$ cat config.mk
export PLATFORM = sky130hd
export DESIGN_NAME = if_fetch_stage_flat
export DESIGN_NICKNAME = d
export VERILOG_FILES = /design/src/rtl/if_fetch_stage_pkg.sv /design/src/rtl/if_fetch_stage_if.sv /design/src/rtl/fetch_skid_buffer.sv /design/src/rtl/if_fetch_stage.sv /design/src/flat_wrapper.sv
export SDC_FILE = /design/constraint.sdc
export NUM_CORES = 1
export LEC_CHECK = 0
export ABC_AREA = 0
export CORE_UTILIZATION = 28
export DETAILED_ROUTE_END_ITERATION = 16
export PLACE_DENSITY = 0.54
export SLEW_MARGIN = 20
export SYNTH_ARGS = -nofsm -noshare
export SYNTH_HDL_FRONTEND = slang
export SYNTH_SLANG_ARGS = --single-unit
export TNS_END_PERCENT = 100
$ cat constraint.sdc
create_clock -name clk -period 1.96 [get_ports clk]
set_input_delay 0.294 -clock clk [delete_from_list [all_inputs] [get_ports clk]]
set_output_delay 0.294 -clock clk [all_outputs]
set_load 0.005 [all_outputs]
$ cat src/rtl/if_fetch_stage_pkg.sv
// Shared definitions for the instruction-fetch stage: word width, bubble
// encoding, FSM state type and a word-alignment helper.
package if_fetch_stage_pkg;

  localparam int unsigned XLEN = 32;

  localparam logic [6:0] OPC_OP_IMM = 7'b0010011;

  // addi x0, x0, 0
  localparam logic [XLEN-1:0] NOP_INSTR = {12'h000, 5'd0, 3'b000, 5'd0, OPC_OP_IMM};

  typedef enum logic {
    S_BOOT,
    S_FETCH
  } fetch_state_e;

  function automatic logic [XLEN-1:0] word_align(input logic [XLEN-1:0] addr);
    return {addr[XLEN-1:2], 2'b00};
  endfunction

endpackage

$ cat src/rtl/if_fetch_stage_if.sv
// Instruction-memory port shared between the fetch stage (master) and the
// unified memory (slave).
interface if_fetch_stage_if;
  import if_fetch_stage_pkg::*;

  logic            imem_req_o;
  logic [XLEN-1:0] imem_addr_o;
  logic [XLEN-1:0] imem_rdata_i;
  logic            mem_busy_i;

  modport master (
    output imem_req_o,
    output imem_addr_o,
    input  imem_rdata_i,
    input  mem_busy_i
  );

  modport slave (
    input  imem_req_o,
    input  imem_addr_o,
    output imem_rdata_i,
    output mem_busy_i
  );

endinterface

$ cat src/rtl/fetch_skid_buffer.sv
// One-entry holding register for a fetched word that could not enter IF/ID.
// clear beats load, load beats drain (a drain and refill in the same cycle
// leaves the entry valid with the new word).
module fetch_skid_buffer
  import if_fetch_stage_pkg::*;
(
  input  logic            clk,
  input  logic            rst_n,
  input  logic            load,
  input  logic            drain,
  input  logic            clear,
  input  logic [XLEN-1:0] load_instr,
  input  logic [XLEN-1:0] load_pc,
  output logic            valid,
  output logic [XLEN-1:0] instr,
  output logic [XLEN-1:0] pc
);

  // Entry state: flush on reset/clear, capture on load, empty on drain.
  always_ff @(posedge clk) begin
    if (!rst_n || clear) begin
      valid <= 1'b0;
    end else if (load) begin
      valid <= 1'b1;
    end else if (drain) begin
      valid <= 1'b0;
    end
  end

  // Payload only matters while valid, so it is captured on load alone.
  always_ff @(posedge clk) begin
    if (!rst_n) begin
      instr <= '0;
      pc    <= '0;
    end else if (load && !clear) begin
      instr <= load_instr;
      pc    <= load_pc;
    end
  end

endmodule

$ cat src/rtl/if_fetch_stage.sv
// Instruction-fetch stage: owns the PC, requests words from the shared
// memory (yielding to MEM), and fills the IF/ID register, parking one
// returning word in a skid entry when decode stalls.
module if_fetch_stage
  import if_fetch_stage_pkg::*;
#(
  parameter logic [XLEN-1:0] RESET_PC  = 32'h0000_0000,
  parameter logic [XLEN-1:0] NOP_INSTR = if_fetch_stage_pkg::NOP_INSTR
) (
  input  logic              clk,
  input  logic              rst_n,
  input  logic              stall_i,
  input  logic              redirect_i,
  input  logic [XLEN-1:0]   redirect_pc_i,
  if_fetch_stage_if.master  imem,
  output logic              ifid_valid_o,
  output logic [XLEN-1:0]   ifid_instr_o,
  output logic [6:0]        ifid_opcode_o,
  output logic [XLEN-1:0]   ifid_pc_o,
  output logic [XLEN-1:0]   ifid_pc4_o
);

  fetch_state_e    state_q, state_d;
  logic [XLEN-1:0] pc_q;
  logic [XLEN-1:0] inflight_pc_q;
  logic            inflight_q;
  logic            kill_q;
  logic            req;
  logic            accept;
  logic            live;

  logic            skid_valid;
  logic [XLEN-1:0] skid_instr;
  logic [XLEN-1:0] skid_pc;
  logic            skid_load;
  logic            skid_drain;

  // FSM state register.
  always_ff @(posedge clk) begin
    if (!rst_n) begin
      state_q <= S_BOOT;
    end else begin
      state_q <= state_d;
    end
  end

  // Next state plus request/accept/live-data decode.
  always_comb begin
    state_d = state_q;
    req     = 1'b0;
    accept  = 1'b0;
    live    = 1'b0;
    unique case (state_q)
      S_BOOT:  state_d = S_FETCH;
      S_FETCH: state_d = S_FETCH;
      default: state_d = S_BOOT;
    endcase
    // Holding the request while a stalled word is in flight or parked in
    // skid is what keeps the single skid entry from ever overflowing.
    req    = rst_n && (state_q == S_FETCH) && !redirect_i && !skid_valid
             && !(inflight_q && stall_i);
    accept = req && !imem.mem_busy_i;
    live   = inflight_q && !kill_q;
  end

  // PC and outstanding-request tracking.
  always_ff @(posedge clk) begin
    if (!rst_n) begin
      pc_q          <= RESET_PC;
      inflight_pc_q <= RESET_PC;
      inflight_q    <= 1'b0;
      kill_q        <= 1'b0;
    end else begin
      inflight_q <= accept;
      kill_q     <= redirect_i && inflight_q;
      if (accept) begin
        inflight_pc_q <= pc_q;
      end
      if (redirect_i) begin
        pc_q <= word_align(redirect_pc_i);
      end else if (accept) begin
        pc_q <= pc_q + 32'd4;
      end
    end
  end

  assign skid_load  = live && !redirect_i && (stall_i || skid_valid);
  assign skid_drain = !redirect_i && !stall_i && skid_valid;

  fetch_skid_buffer u_skid (
    .clk        (clk),
    .rst_n      (rst_n),
    .load       (skid_load),
    .drain      (skid_drain),
    .clear      (redirect_i),
    .load_instr (imem.imem_rdata_i),
    .load_pc    (inflight_pc_q),
    .valid      (skid_valid),
    .instr      (skid_instr),
    .pc         (skid_pc)
  );

  // IF/ID register: flush on redirect, hold on stall, else skid > live > bubble.
  always_ff @(posedge clk) begin
    if (!rst_n) begin
      ifid_valid_o <= 1'b0;
      ifid_instr_o <= NOP_INSTR;
      ifid_pc_o    <= RESET_PC;
    end else if (redirect_i) begin
      ifid_valid_o <= 1'b0;
      ifid_instr_o <= NOP_INSTR;
    end else if (!stall_i) begin
      if (skid_valid) begin
        ifid_valid_o <= 1'b1;
        ifid_instr_o <= skid_instr;
        ifid_pc_o    <= skid_pc;
      end else if (live) begin
        ifid_valid_o <= 1'b1;
        ifid_instr_o <= imem.imem_rdata_i;
        ifid_pc_o    <= inflight_pc_q;
      end else begin
        ifid_valid_o <= 1'b0;
        ifid_instr_o <= NOP_INSTR;
      end
    end
  end

  assign imem.imem_req_o  = req;
  assign imem.imem_addr_o = pc_q;
  assign ifid_opcode_o    = ifid_instr_o[6:0];
  assign ifid_pc4_o       = ifid_pc_o + 32'd4;

endmodule

$ cat src/flat_wrapper.sv
// flat-port wrapper written by rule: the top's interface ports become plain ports
module if_fetch_stage_flat import if_fetch_stage_pkg::*;
#(
  parameter logic [XLEN-1:0] RESET_PC  = 32'h0000_0000,
  parameter logic [XLEN-1:0] NOP_INSTR = if_fetch_stage_pkg::NOP_INSTR
)
  (clk, rst_n, stall_i, redirect_i, redirect_pc_i, ifid_valid_o, ifid_instr_o, ifid_opcode_o, ifid_pc_o, ifid_pc4_o, imem_imem_req_o, imem_imem_addr_o, imem_imem_rdata_i, imem_mem_busy_i);
  if_fetch_stage_if imem_i ();
  input  logic clk;
  input  logic rst_n;
  input  logic stall_i;
  input  logic redirect_i;
  input  logic [XLEN-1:0] redirect_pc_i;
  output logic ifid_valid_o;
  output logic [XLEN-1:0] ifid_instr_o;
  output logic [6:0] ifid_opcode_o;
  output logic [XLEN-1:0] ifid_pc_o;
  output logic [XLEN-1:0] ifid_pc4_o;
  output wire logic [$bits(imem_i.imem_req_o)-1:0] imem_imem_req_o;
  output wire logic [$bits(imem_i.imem_addr_o)-1:0] imem_imem_addr_o;
  input wire logic [$bits(imem_i.imem_rdata_i)-1:0] imem_imem_rdata_i;
  input wire logic [$bits(imem_i.mem_busy_i)-1:0] imem_mem_busy_i;
  assign imem_imem_req_o = imem_i.imem_req_o;
  assign imem_imem_addr_o = imem_i.imem_addr_o;
  assign imem_i.imem_rdata_i = imem_imem_rdata_i;
  assign imem_i.mem_busy_i = imem_mem_busy_i;
  if_fetch_stage #(.RESET_PC(RESET_PC), .NOP_INSTR(NOP_INSTR)) u_core (.clk(clk), .rst_n(rst_n), .stall_i(stall_i), .redirect_i(redirect_i), .redirect_pc_i(redirect_pc_i), .imem(imem_i), .ifid_valid_o(ifid_valid_o), .ifid_instr_o(ifid_instr_o), .ifid_opcode_o(ifid_opcode_o), .ifid_pc_o(ifid_pc_o), .ifid_pc4_o(ifid_pc4_o));
endmodule
==> results.py, run 1 <==
metrics = {
    "outcome": {
        "run_status": "finished with violations",
        "violations": "negative setup slack",
    },
    "clocking": {
        "clk_latency_ns": 0.43,
        "clock-sinks": 189,
        "tritoncts": "done",
        "cts_made_buffers": 17,
        "cts.reportedPaths.clkPinSlew_ns": 0.07,
        "root_buffer": "clkbuf_16",
        "clk_path_buf_depth": 2,
        "htree_levels": 4,
    },
    "global_routing": {
        "grt_overflow": 0,
        "use_met2_pct": 25.5,
        "use_met1_pct": 25.3,
        "grt_pass1_wl_mm": 42.3,
        "antenna_found_initial": 1,
        "track_usage_pct": 17.2,
        "met3_usage_pct": 3.14,
        "grt_max_degree": 60,
        "grt-busiest-layer": "met2",
        "grt_pass1_vias": 7602,
    },
    "drt": {
        "routedWlPerCell_um": 15.5,
        "postRouteWirelength_mm": 26.5,
        "vias": 8187,
        "ant_nets": 0,
        "drtIter0Drc": 572,
        "first_pass_iters": 5,
        "remaining_drc_errors": 0,
        "viasPerCell": 4.80,
    },
    "critical_path": {
        "reg2reg_depth": 7,
        "cp.required_ns": 1.67,
        "cp.arrival_ns": 2.02,
        "path_max_fanout": 3,
        "r2r-end": "u_core.imem.imem_addr_o[4]",
        "worstSetupEndpointType": "primary output",
        "crit_path_end": "ifid_pc4_o[24]",
        "r2r-start": "u_core.u_skid.valid",
        "crit_start": "u_core.ifid_pc_o[3]",
        "worstSetupPathType": "reg2out",
        "r2r_slack_ns": 0.17,
        "cp-start-kind": "register",
    },
    "power_and_ir_drop": {
        "leakagePower_nw": 4.42,
        "peakVddDrop_v": 0.000617,
        "p_per_area_nw_per_um2": 663,
    },
    "yosys": {
        "synthTopCellsByCount": "nand2_1 (225), dfxtp_1 (189), a21oi_1 (118), nor2_1 (60), clkbuf_1 (55)",
        "synth-main-ff-cell": "dfxtp_1",
        "synth_top_area_share_pct": 44.7,
        "synth_area_um2": 8460,
        "yosysSeqAreaShare_pct": 44.7,
        "yosysTopAreaCell": "dfxtp_1",
        "avgSynthCellArea_um2": 8.17,
        "syn_inst": 1035,
        "synth_edf_count": 0,
        "synth.area.top_cells": "dfxtp_1 (45%), nand2_1 (10%), a21oi_1 (7.0%), mux2i_1 (3.7%), a221oi_1 (3.0%)",
        "ys_seq_elements": 189,
        "yosysWarnings": 0,
        "ys_types": 58,
        "synth_most_common_cell": "nand2_1",
        "synth_async_sr_flop_share_pct": 0,
    },
    "sta": {
        "finClkSkew_ns": 0.0236,
        "final_hold_viol_count": 0,
        "fmax_mhz": 433,
        "tightest_slew_ns": 0.748,
        "rsz0062_at_grt": "true",
        "fin_tns_setup_ns": -4.86,
        "slew_viol_final": 0,
        "setup_ws_ns": -0.350,
        "whs_ns": 0.378,
        "setup_viol": 22,
        "slew_headroom_pct": 49.9,
        "finalCritPeriodShare_pct": 118,
        "period_needed_ns": 2.31,
    },
    "floorplanning": {
        "fp.dieH_um": 176,
        "io_pins": 206,
        "row_count": 63,
        "chipWidth_um": 176,
        "die_area_um2": 30900,
        "initial_core_util_pct": 28.5,
        "core-area_um2": 29700,
    },
    "finish": {
        "post-route-util_pct": 41.6,
        "area_delta_synth_final_pct": 46.2,
        "fin_cells": 1705,
        "drive_gt1_share_pct": 18.9,
        "nNetsFinal": 1372,
    },
    "job": {
        "cap_violations": 0,
    },
    "place": {
        "dp.cells": 1665,
        "gp_congestion": 0.821,
        "io_buffers": 197,
        "dp_hpwl_mm": 19.1,
        "dp_worst_setup_slack_ns": -0.398,
    },
    "worst_hold_path": {
        "hold_class": "in2reg",
    },
}
-- layout by cell type, fill, tap and decap left out, types with 4 or more instances in the layout --
cell type,instances
mux2i_1,31
nand2b_1,4
xnor2_1,23
nor2_1,52
clkdlybuf4s50_1,167
buf_12,13
a31oi_1,10
a221oi_1,29
a211oi_1,30
o22ai_1,4
nand3_2,8
inv_1,5
a32oi_1,4
buf_4,110
a21oi_1,118
dfxtp_1,181
dlygate4sd2_1,5
clkbuf_16,17
dfxtp_2,7
o211ai_1,4
and2_1,6
nand3_1,17
and4_1,7
and3_1,7
nor2b_1,29
nor3_1,33
xnor2_2,4
buf_6,13
nand2_1,221
buf_2,24
nor4_1,7
conb_1,6
o21ai_0,18
inv_6,4
xor2_1,8
nor2_4,6
nand4_1,18
-- per-stage QoR --
stage	total power [W]	cell area, um^2
floorplan	0.00440	8480
global placement	0.00492	11600
detailed placement	0.00492	11600
CTS	0.00830	12300
global route	0.00855	12400
finish	0.00820	12400
-- where the power goes --
part	leakage (nW)	switching, W	total, W	internal (W)
logic	2.60	0.000378	0.000828	0.000450
clock network	0.277	0.00168	0.00338	0.00170
registers	1.54	0.0000791	0.00399	0.00392
total	4.42	0.00214	0.00820	0.00606
-- how the worst min path moves through the flow --
stage,start,end,slack [ns],cells past startpoint
6_report,stall_i,u_core.ifid_instr_o[0],0.38,3
4_1_cts,stall_i,u_core.ifid_instr_o[4],0.37,3
2_1_floorplan,rst_n,u_core.state_q,0.32,0
3_5_place_dp,u_core.u_skid.pc[29],u_core.u_skid.pc[29],0.44,2
5_1_grt,stall_i,u_core.ifid_instr_o[0],0.38,3
3_3_place_gp,u_core.u_skid.pc[29],u_core.u_skid.pc[29],0.44,2
-- registers in the layout (all words and copies together), names as in the netlist --
name                     count
u_core.ifid_instr_o         32
u_core.ifid_pc_o            30
u_core.ifid_valid_o          1
u_core.imem.imem_addr_o     30
u_core.inflight_pc_q        30
u_core.inflight_q            1
u_core.kill_q                1
u_core.state_q               1
u_core.u_skid.instr         32
u_core.u_skid.pc            30
u_core.u_skid.valid          1
-- worst max-delay path, cell delays in order, from the launching register on --
cell and delay, ns:
dfxtp_4 0.37, ha_4 0.14, nand3_2 0.08, or2_4 0.27, or3_4 0.35, buf_4 0.15, xnor2_2 0.11, buf_2 0.12
-- cell type report --
type / instances / area, um^2
sequential: 189 / 3800
clock inverter: 15 / 153
fill: 3011 / 17300
timing repair buffer: 333 / 3070
clock buffer: 17 / 425
inverter: 7 / 28.8
tap: 390 / 488
multi-input combinational: 753 / 4400
antenna: 1 / 2.50
-- kinds of logic after synthesis --
group           Yosys count  synth area share (%)
other cells               1                0.0443
flops                   189                  44.7
fa+ha+maj                 2                 0.296
mux                      34                  4.07
simple gates            442                  24.6
compound gates          234                  17.1
buf+inv                  98                  5.56
xor+xnor                 35                  3.62
-- routing by layer --
layer,wire [um],share of wire (%)
met1,13300,50
met2,11700,44
met3,1210,4.6
met4,243,0.92
met5,0,0
-- repair_timing --
action	in CTS	in global routing
setup endpoints to repair	29	39
hold buffers	0	0
endpoints found under the hold margin	0	0
resized for setup	134	22
pin swaps	37	23
buffers inserted	5	3
Note: power is estimated with default switching activity, not from simulation.
==> run 2, diff against run 1 <==
- CORE_ASPECT_RATIO: default -> 1.25
- RECOVER_POWER: default -> 25
==> run 2 against run 1 <==
Compared with the run above: the run still ends with negative setup slack left; wire length up 0.99%; non-clock buffer count is 6 higher; sequential share of layout area is 0.30 points lower; via count rose by 0.56%; largest power group unchanged.
==> results.py, run 2 (synthesis results as in run 1) <==
metrics = {
    "sta": {
        "setup_viol": 91,
        "tightest_slew_ns": 0.688,
        "period_needed_ns": 2.44,
        "setup_ws_ns": -0.482,
        "slew_headroom_pct": 54.1,
        "fmax_mhz": 410,
        "fin_tns_setup_ns": -13.63,
        "rsz0062_at_grt": "true",
        "finClkSkew_ns": 0.00804,
        "final_hold_viol_count": 0,
        "slew_viol_final": 0,
        "finalCritPeriodShare_pct": 125,
    },
    "global_routing": {
        "antenna_found_initial": 0,
        "grt_pass1_wl_mm": 42.2,
        "grt_overflow": 0,
        "grt_max_degree": 78,
        "track_usage_pct": 17.5,
        "grt_pass1_vias": 7821,
    },
    "drt": {
        "ant_nets": 0,
        "viasPerCell": 4.80,
        "first_pass_iters": 5,
        "remaining_drc_errors": 0,
        "postRouteWirelength_mm": 26.7,
        "drtIter0Drc": 543,
        "routedWlPerCell_um": 15.6,
        "vias": 8233,
    },
    "clocking": {
        "cts_hold_buf": 0,
        "clk_latency_ns": 0.44,
        "clock-sinks": 189,
        "cts_made_buffers": 17,
        "tritoncts": "done",
        "cts.reportedPaths.clkPinSlew_ns": 0.07,
        "clk_path_buf_depth": 2,
        "root_buffer": "clkbuf_16",
        "htree_levels": 4,
    },
    "power_and_ir_drop": {
        "peakVddDrop_v": 0.000595,
        "leakagePower_nw": 4.56,
        "p_per_area_nw_per_um2": 687,
    },
    "floorplanning": {
        "io_pins": 206,
        "row_count": 70,
        "chipWidth_um": 157,
        "die_area_um2": 30900,
        "initial_core_util_pct": 28.7,
        "fp.dieH_um": 196,
        "core-area_um2": 29500,
    },
    "outcome": {
        "violations": "negative setup slack",
        "run_status": "finished with violations",
    },
    "finish": {
        "post-route-util_pct": 42.3,
        "diodes": 0,
        "area_delta_synth_final_pct": 47.5,
        "mostFrequentLayoutCell": "nand2_1",
        "drive_gt1_share_pct": 18.9,
        "fin_cells": 1715,
        "final_area_um2": 12500,
        "final_cell_mix": "nand2_1 (221), dfxtp_1 (182), clkdlybuf4s50_1 (138)",
        "nNetsFinal": 1378,
        "largestRegisters": "u_core.ifid_instr_o: 32 flops, u_core.u_skid.instr: 32 flops",
    },
    "critical_path": {
        "cp_slowest_cell": "dfxtp_2",
        "crit_start": "u_core.ifid_pc_o[2]",
        "cp-start-kind": "register",
        "path_max_fanout": 3,
        "worstSetupPathType": "reg2out",
        "crit_top_cell": "buf_6",
        "r2r-start": "u_core.u_skid.valid",
        "worstSetupEndpointType": "primary output",
        "reg2reg_depth": 9,
        "cp.required_ns": 1.67,
        "crit_chain": "buf_6 -> and4_1 -> nand4_1 -> buf_6 -> buf_6 -> nor2_4 -> nand4_1 -> xnor2_1 -> buf_2",
        "cp.arrival_ns": 2.15,
        "cpPeakStageDelay_ns": 0.34,
    },
    "place": {
        "dp.cells": 1665,
        "gp_congestion": 0.811,
        "io_buffers": 197,
        "place_area_um2": 11600,
        "dp_hpwl_mm": 18.7,
        "dp_worst_setup_slack_ns": -0.527,
    },
    "worst_hold_path": {
        "whs_path_depth": 3,
        "hold_class": "in2reg",
        "hold_start": "stall_i",
    },
    "job": {
        "cap_violations": 0,
    },
}
run 2: cell types whose count changed in the layout (fill, tap and decap cells not counted), sizes merged, moves of 4 or more:
| cell | previous run | this run |
|---|---|---|
| buf | 160 | 164 |
| bufinv | 0 | 4 |
| clkbuf | 18 | 24 |
| clkdlybuf4s50 | 167 | 138 |
| dlygate4sd3 | 0 | 27 |
| inv | 13 | 7 |
run 2: per-layer routing:
metal,part of all wire [%],track usage (%),vias up
met1,47,23.7,3865
met4,1.8,5.72,0
met5,0,0,-
met3,3.2,2.61,31
met2,48,28.2,189
li1,-,-,4148
run 2: final cells by class:
cell class                 instances  area, um^2
tap                              396         495
clock buffer                      21         480
inverter                           7        26.3
clock inverter                    10         160
timing repair buffer             339        3110
multi-input combinational        753        4410
sequential                       189        3790
fill                            3025       17000
run 2: repair_timing:
action | in CTS | in global routing
setup buffers | 11 | 8
resized for setup | 128 | 41
hold endpoints to repair | 0 | 0
pin swaps | 30 | 25
endpoints found under the setup margin | 29 | 26
run 2: where the power goes:
| group | leakage (nW) | switching (W) | internal (W) | total [W] |
|---|---|---|---|---|
| Clock | 0.315 | 0.00149 | 0.00227 | 0.00376 |
| Combinational | 2.71 | 0.000384 | 0.000438 | 0.000822 |
| Sequential | 1.54 | 0.0000732 | 0.00392 | 0.00399 |
run 2: path summary, 6_finish.rpt:
kind,end,slack [ns]
worst max-delay path,ifid_pc4_o[15],-0.48
worst min-delay path,u_core.u_skid.valid,0.34
worst max register to register,u_core.imem.imem_addr_o[20],-0.11
worst min register to register,u_core.u_skid.instr[25],0.45
run 2: worst max-delay path, delay by kind of cell (launching register included):
family                    cells  cell delay (ns)
and+or+nand+nor               4             0.67
buffers and inverters         4             0.54
DFF                           1             0.34
xor gates and xnor gates      1             0.17
run 2: metrics by stage:
stage	total power, W	hold slack (ns)
5_1_grt	0.00890	0.341
2_1_floorplan	0.00440	0.322
6_report	0.00857	0.337
4_1_cts	0.00869	0.299
3_3_place_gp	0.00492	0.441
3_5_place_dp	0.00492	0.446
